==> src/rtl/serial_adder_resp.sv <==
// Bit-serial full-adder responder: takes two LSB-first operand streams plus an
// initial carry, emits a registered sum bit per accepted pair and a word result.
module serial_adder_resp #(
  parameter int WIDTH = 8
) (
  input  logic             clk,
  input  logic             rst,
  input  logic             start,
  input  logic             c_in,
  input  logic             bit_valid,
  input  logic             a_in,
  input  logic             b_in,
  output logic             busy,
  output logic             sum_out,
  output logic [WIDTH-1:0] sum_word,
  output logic             c_out,
  output logic             done
);

  localparam int CNT_W = (WIDTH > 1) ? $clog2(WIDTH) : 1;
  localparam logic [CNT_W-1:0] LAST_CNT = CNT_W'(WIDTH - 1);

  localparam logic [1:0] S_IDLE = 2'd0;
  localparam logic [1:0] S_RUN  = 2'd1;
  localparam logic [1:0] S_DONE = 2'd2;

  function automatic logic fa_sum(input logic a, input logic b, input logic c);
    return a ^ b ^ c;
  endfunction

  function automatic logic fa_carry(input logic a, input logic b, input logic c);
    return (a & b) | (c & (a ^ b));
  endfunction

  logic [1:0]       r_state;
  logic             r_carry;
  logic [CNT_W-1:0] r_cnt;
  logic [WIDTH-1:0] r_shreg;
  logic [WIDTH-1:0] r_sum_word;
  logic             r_sum_out;
  logic             r_c_out;

  logic             w_s;
  logic             w_c;
  logic [WIDTH-1:0] w_shreg_nxt;

  // Bit k lands at position k, which matches the right-shifting assembly once all WIDTH bits are in.
  always_comb begin
    w_s                = fa_sum(a_in, b_in, r_carry);
    w_c                = fa_carry(a_in, b_in, r_carry);
    w_shreg_nxt        = r_shreg;
    w_shreg_nxt[r_cnt] = w_s;
  end

  always_ff @(posedge clk or posedge rst) begin
    if (rst) begin
      r_state    <= S_IDLE;
      r_carry    <= 1'b0;
      r_cnt      <= '0;
      r_shreg    <= '0;
      r_sum_word <= '0;
      r_sum_out  <= 1'b0;
      r_c_out    <= 1'b0;
    end else begin
      case (r_state)
        S_IDLE: begin
          if (start) begin
            r_carry <= c_in;
            r_cnt   <= '0;
            r_shreg <= '0;
            r_state <= S_RUN;
          end
        end
        S_RUN: begin
          if (bit_valid) begin
            r_carry   <= w_c;
            r_sum_out <= w_s;
            r_shreg   <= w_shreg_nxt;
            r_cnt     <= r_cnt + CNT_W'(1);
            if (r_cnt == LAST_CNT) begin
              r_sum_word <= w_shreg_nxt;
              r_c_out    <= w_c;
              r_state    <= S_DONE;
            end
          end
        end
        S_DONE: r_state <= S_IDLE;
        default: r_state <= S_IDLE;
      endcase
    end
  end

  assign busy     = (r_state != S_IDLE);
  assign done     = (r_state == S_DONE);
  assign sum_out  = r_sum_out;
  assign sum_word = r_sum_word;
  assign c_out    = r_c_out;

endmodule
==> config.mk <==
export PLATFORM = sky130hd
export DESIGN_NAME = serial_adder_resp
export DESIGN_NICKNAME = d
export VERILOG_FILES = /design/src/rtl/serial_adder_resp.sv
export SDC_FILE = /design/constraint.sdc
export NUM_CORES = 1
export LEC_CHECK = 0
export ABC_CLOCK_PERIOD_IN_PS = 3100
export CAP_MARGIN = 5
export CORE_MARGIN = 5
export CORE_UTILIZATION = 56
export DETAILED_ROUTE_END_ITERATION = 10
export PLACE_DENSITY = 0.82
export SYNTH_ARGS = -nofsm -noshare
export SYNTH_HDL_FRONTEND = slang
export SYNTH_SLANG_ARGS = --single-unit
==> constraint.sdc <==
create_clock -name clk -period 3.1 [get_ports clk]
set_clock_uncertainty 0.05 [all_clocks]
set_input_delay 0.31 -clock clk [delete_from_list [all_inputs] [get_ports clk]]
set_output_delay 0.31 -clock clk [all_outputs]
set_load 0.02 [all_outputs]
# == After elaboration in Yosys (flattened, before gate mapping) ==
# Cells that the tools add are included.
# op_classes
n_mux,16
add_sub_neg,1
reduce_logical,8
bitwise_logic,5
magnitude_cmp,2
n_eq_ne,6
# ops
cell,n
$mux W8,2
$pmux W8 S2,1
$reduce_and A3 Y1,3
$bwmux W8,1
$mux W2,3
$mux W3,2
$ne A2 B2 Y1 const B,3
$pmux W3 S2,1
$lt A3 B4 Y1 const B,1
$pmux W2 S2,1
$reduce_bool A2 Y1,2
$add A3 B1 Y3 const B,1
$demux W1 S3,1
$eq A3 B3 Y1 const B,1
$ge A3 B1 Y1 const B,1
$mux W1,3
$and A1 B1 Y1,2
$eq A2 B1 Y1 const B,1
$eq A2 B2 Y1 const B,1
$logic_not A2 Y1,1
$pmux W1 S2,1
$reduce_and A2 Y1,1
$xor A1 B1 Y1,2
$logic_and A1 B1 Y1,1
$or A1 B1 Y1,1
# totals
ff_bits,24
output_inout_bits,12
wordCells,45
in_bits,7

# == Depth between registers and ports, before layout ==
# logic_depth
ltp_word,7
ltp_mapped,6

# == Worst setup path after synthesis ==
# Ideal clock, no wire load.
# synth_timing
path_kind,register to register
startpoint,register r_carry
endpoint,register r_shreg[1]
arrival_time_ns,1.644
period_less_slack_ns,1.758
path_stages_with_launch,6
n_path_buf,1
required_ns,2.986
path_slack_ns,1.342
path_cell_list,dfrtp_1 -> fa_1 -> clkbuf_1 -> nand4b_1 -> mux2i_1 -> a21o_1
# synth_via
elab_chain_cells,4
# synth_rtl
item,line,rtl
"start, declared",36,logic r_carry;
"start signal, assigned",68,r_carry <= c_in;
"start signal, assigned",76,r_carry <= w_c;
$xor A1 B1 Y1,28,return a ^ b ^ c;
via w_s,43,logic w_s;
$bwmux W8,52,w_shreg_nxt[r_cnt] = w_s;
$mux W8,75,if (bit_valid) begin
$pmux W8 S2,65,case (r_state)
"end signal, assigned",78,r_shreg <= w_shreg_nxt;
"end, declared",38,logic [WIDTH-1:0] r_shreg;
# The timed path passes the listed nets, and every way through them passes these cells. The select of a mux whose other input is x is not followed.
# A chain may end at the register's enable or synchronous reset.

# == Worst setup path after layout ==
# layout_timing
startpoint,register r_state[0]
endpoint,output busy
# layout_via
elab_chain_cells,1
# layout_rtl
item,line,rtl
"start, declared",35,logic [1:0] r_state;
"start signal, assigned",57,r_state <= S_IDLE;
"start signal, assigned",71,r_state <= S_RUN;
"start signal, assigned",83,r_state <= S_DONE;
$reduce_bool A2 Y1,93,assign busy = (r_state != S_IDLE);
"end, declared",13,"output logic busy,"
# No other way between the ends.

==> impl_metrics.env <==
export IMPL_ant_nets=0
export IMPL_path_class="reg -> out"
export IMPL_rows=17
export IMPL_drive_above_1_share_pct=9.52
export IMPL_place_gp_congestion=0.826
export IMPL_netlist_top_cells_area="dfrtp_1, mux2i_1, a311oi_1"
export IMPL_final_cells=154
export IMPL_h_tree_depth=1
export IMPL_min_path_type="in -> async"
export IMPL_ir_drop_v=0.000481
export IMPL_wl_per_cell_um=15.1
export IMPL_cts_clk_slew_worst_paths_ns=0.13
export IMPL_synth_cell_types=28
export IMPL_antenna_found_initial=0
export IMPL_final_fill_count=161
export IMPL_setup_viol=0
export IMPL_placedInstanceArea_um2=1410
export IMPL_switching_power_mw=0.508
export IMPL_crit_required_ns=2.74
export IMPL_fmax_ghz=0.458
export IMPL_clkSinkCount=24
export IMPL_timing_rr_end="r_shreg[1]"
export IMPL_status="complete, no violations"
export IMPL_synth_warning_count=0
export IMPL_die_h_um=56.8
export IMPL_hpwl_um=1660
export IMPL_ys_seq_elements=24
export IMPL_synth_nets=123
export IMPL_n_antenna_cell=0
export IMPL_cts_buffers=3
export IMPL_ctsResizeCount=0
export IMPL_start_util_pct=57.2
export IMPL_clkLatencyLatePin_ns=0.30
export IMPL_nets=137
export IMPL_area_delta_synth_final_pct=17.3
export IMPL_core_um2=2150
export IMPL_ys_seq_area_share_pct=48.9
export IMPL_drcViolationCount=0
export IMPL_via_count=928
export IMPL_netlist_area_leader_share_pct=48.9
export IMPL_p_per_area_nw_per_um2=912
export IMPL_arrival_ns=1.82
export IMPL_p_leak_nw=0.635
export IMPL_grt_start_max_net_pins=25
export IMPL_grt_pass1_wl_um=4070
export IMPL_synth_top_cell_by_area="dfrtp_1"
export IMPL_timing_hold_ws_ns=0.421
export IMPL_drt_iter0_drc=25
export IMPL_p_clk_share_pct=12.1
export IMPL_fin_util_pct=67.1
export IMPL_worst_pin_slew_ns=0.877
export IMPL_fin_crit_sh_pct=70.4
export IMPL_via_per_inst=6.03
export IMPL_crit_fanout=16
export IMPL_overflow=0
export IMPL_layout_commonest_cell="dfrtp_1"
export IMPL_synthCells=113
export IMPL_combPwrFrac_pct=45.4
export IMPL_dieArea_um2=3230
export IMPL_drt_total_wl_um=2330
export IMPL_finalHoldViolCount=0
export IMPL_fin_area_um2=1440
export IMPL_startpoint_type="flop"
export IMPL_clock_tree_root_cell="clkbuf_4"
export IMPL_rsz0062_at_grt="false"
export IMPL_slew_viol_final=0
export IMPL_avgSynthCellArea_um2=10.9
export IMPL_placed_cells=150
export IMPL_sw_frac_of_total_pct=38.6
export IMPL_r2r_slack_ns=1.05
export IMPL_max_clock_path_buffers=2
export IMPL_fin_tns_setup_ns=0
export IMPL_mostFrequentLayoutCells="dfrtp_1, clkdlybuf4s50_1, mux2i_1"
export IMPL_die_w_um=56.8
export IMPL_post_cts_setup_buffers=0
export IMPL_pin_count=19
export IMPL_cts_tree="yes"
export IMPL_seqPwrFrac_pct=42.5
export IMPL_cap_violations=0
export IMPL_critPathCaptureType="primary output"
export IMPL_first_pass_iters=4
export IMPL_rr_worst_depth=4
export IMPL_grt_usage_pct=15.7
export IMPL_port_buffers=18
export IMPL_finalCriticalPeriod_ns=2.18
export IMPL_r2r_start="r_carry"
export IMPL_grt_pass1_vias=986
export IMPL_p_int_mw=0.807
export IMPL_ctsHoldBuffers=0
export IMPL_slew_headroom_pct=41.5
export IMPL_netlist_area_um2=1230
==> kinds of logic after synthesis <==
family	Yosys count	share of synthesized area (%)
mux	16	14.1
simple gates	27	13.4
fa+ha+maj	3	3.67
flops	24	48.9
buf+inv	18	6.21
compound gates	25	13.7
==> synthesized netlist by cell type (all sizes together) <==
library cell / count
nand4b: 5
a311oi: 6
nand2: 8
or3: 1
nor2: 1
mux2i: 12
ha: 2
a21o: 3
nor2b: 2
inv: 8
and2: 1
clkbuf: 5
o21ai: 9
dfrtp: 24
fa: 1
nand3: 1
or2: 2
buf: 5
mux2: 4
a22o: 2
nand3b: 3
o22ai: 5
nor3b: 3
==> per-layer routing <==
metal | share of wire [%] | track usage [%] | up-vias
met5 | 0 | 0 | -
met4 | 0.69 | 6.29 | 0
met3 | 6.7 | 2.53 | 2
met2 | 52 | 29.5 | 40
met1 | 40 | 17.1 | 452
li1 | - | - | 434
==> flip-flops by register name, summed over array words and instances (netlist names) <==
signal and cells:
r_shreg 8, sum_word 8, r_cnt 3, r_state 2, c_out 1, r_carry 1
sum_out 1
==> per-stage QoR <==
stage | total power, mW | setup WS [ns]
detailed placement | 1.16 | 0.667
global placement | 1.13 | 0.814
CTS | 1.32 | 0.914
finish | 1.31 | 0.918
floorplan | 0.970 | 1.34
global route | 1.41 | 0.845
==> power by group through the flow <==
stage	clock network (mW)	logic (mW)	registers, mW
6_report	0.160	0.597	0.558
5_1_grt	0.180	0.655	0.579
4_1_cts	0.165	0.601	0.555
3_5_place_dp	0	0.598	0.562
3_3_place_gp	0	0.579	0.553
2_1_floorplan	0	0.416	0.554
==> worst max-delay path by stage <==
| stage | start | end | slack, ns | cells past startpoint |
|---|---|---|---|---|
| floorplan | r_carry | r_shreg[1] | 1.34 | 5 |
| global placement | a_in | r_shreg[4] | 0.81 | 5 |
| detailed placement | a_in | r_shreg[1] | 0.67 | 5 |
| CTS | r_state[0] | busy | 0.91 | 2 |
| global route | r_state[0] | busy | 0.85 | 2 |
| finish | r_state[0] | busy | 0.92 | 2 |
==> cell type report <==
cell class	count	area, µm²	area share, %
repair buffers	19	188	13.0
flip-flops and latches	24	601	41.7
inverters	8	30.0	2.08
clock buffers	4	36.3	2.52
well taps	28	35.0	2.43
multi-input cells	71	552	38.3
==> critical path, stage by stage, from the launching register on <==
cell	delay [ns]
dfrtp_1	0.61
or2_2	0.38
clkdlybuf4s50_1	0.53
Note: power is estimated with default switching activity, not from simulation.
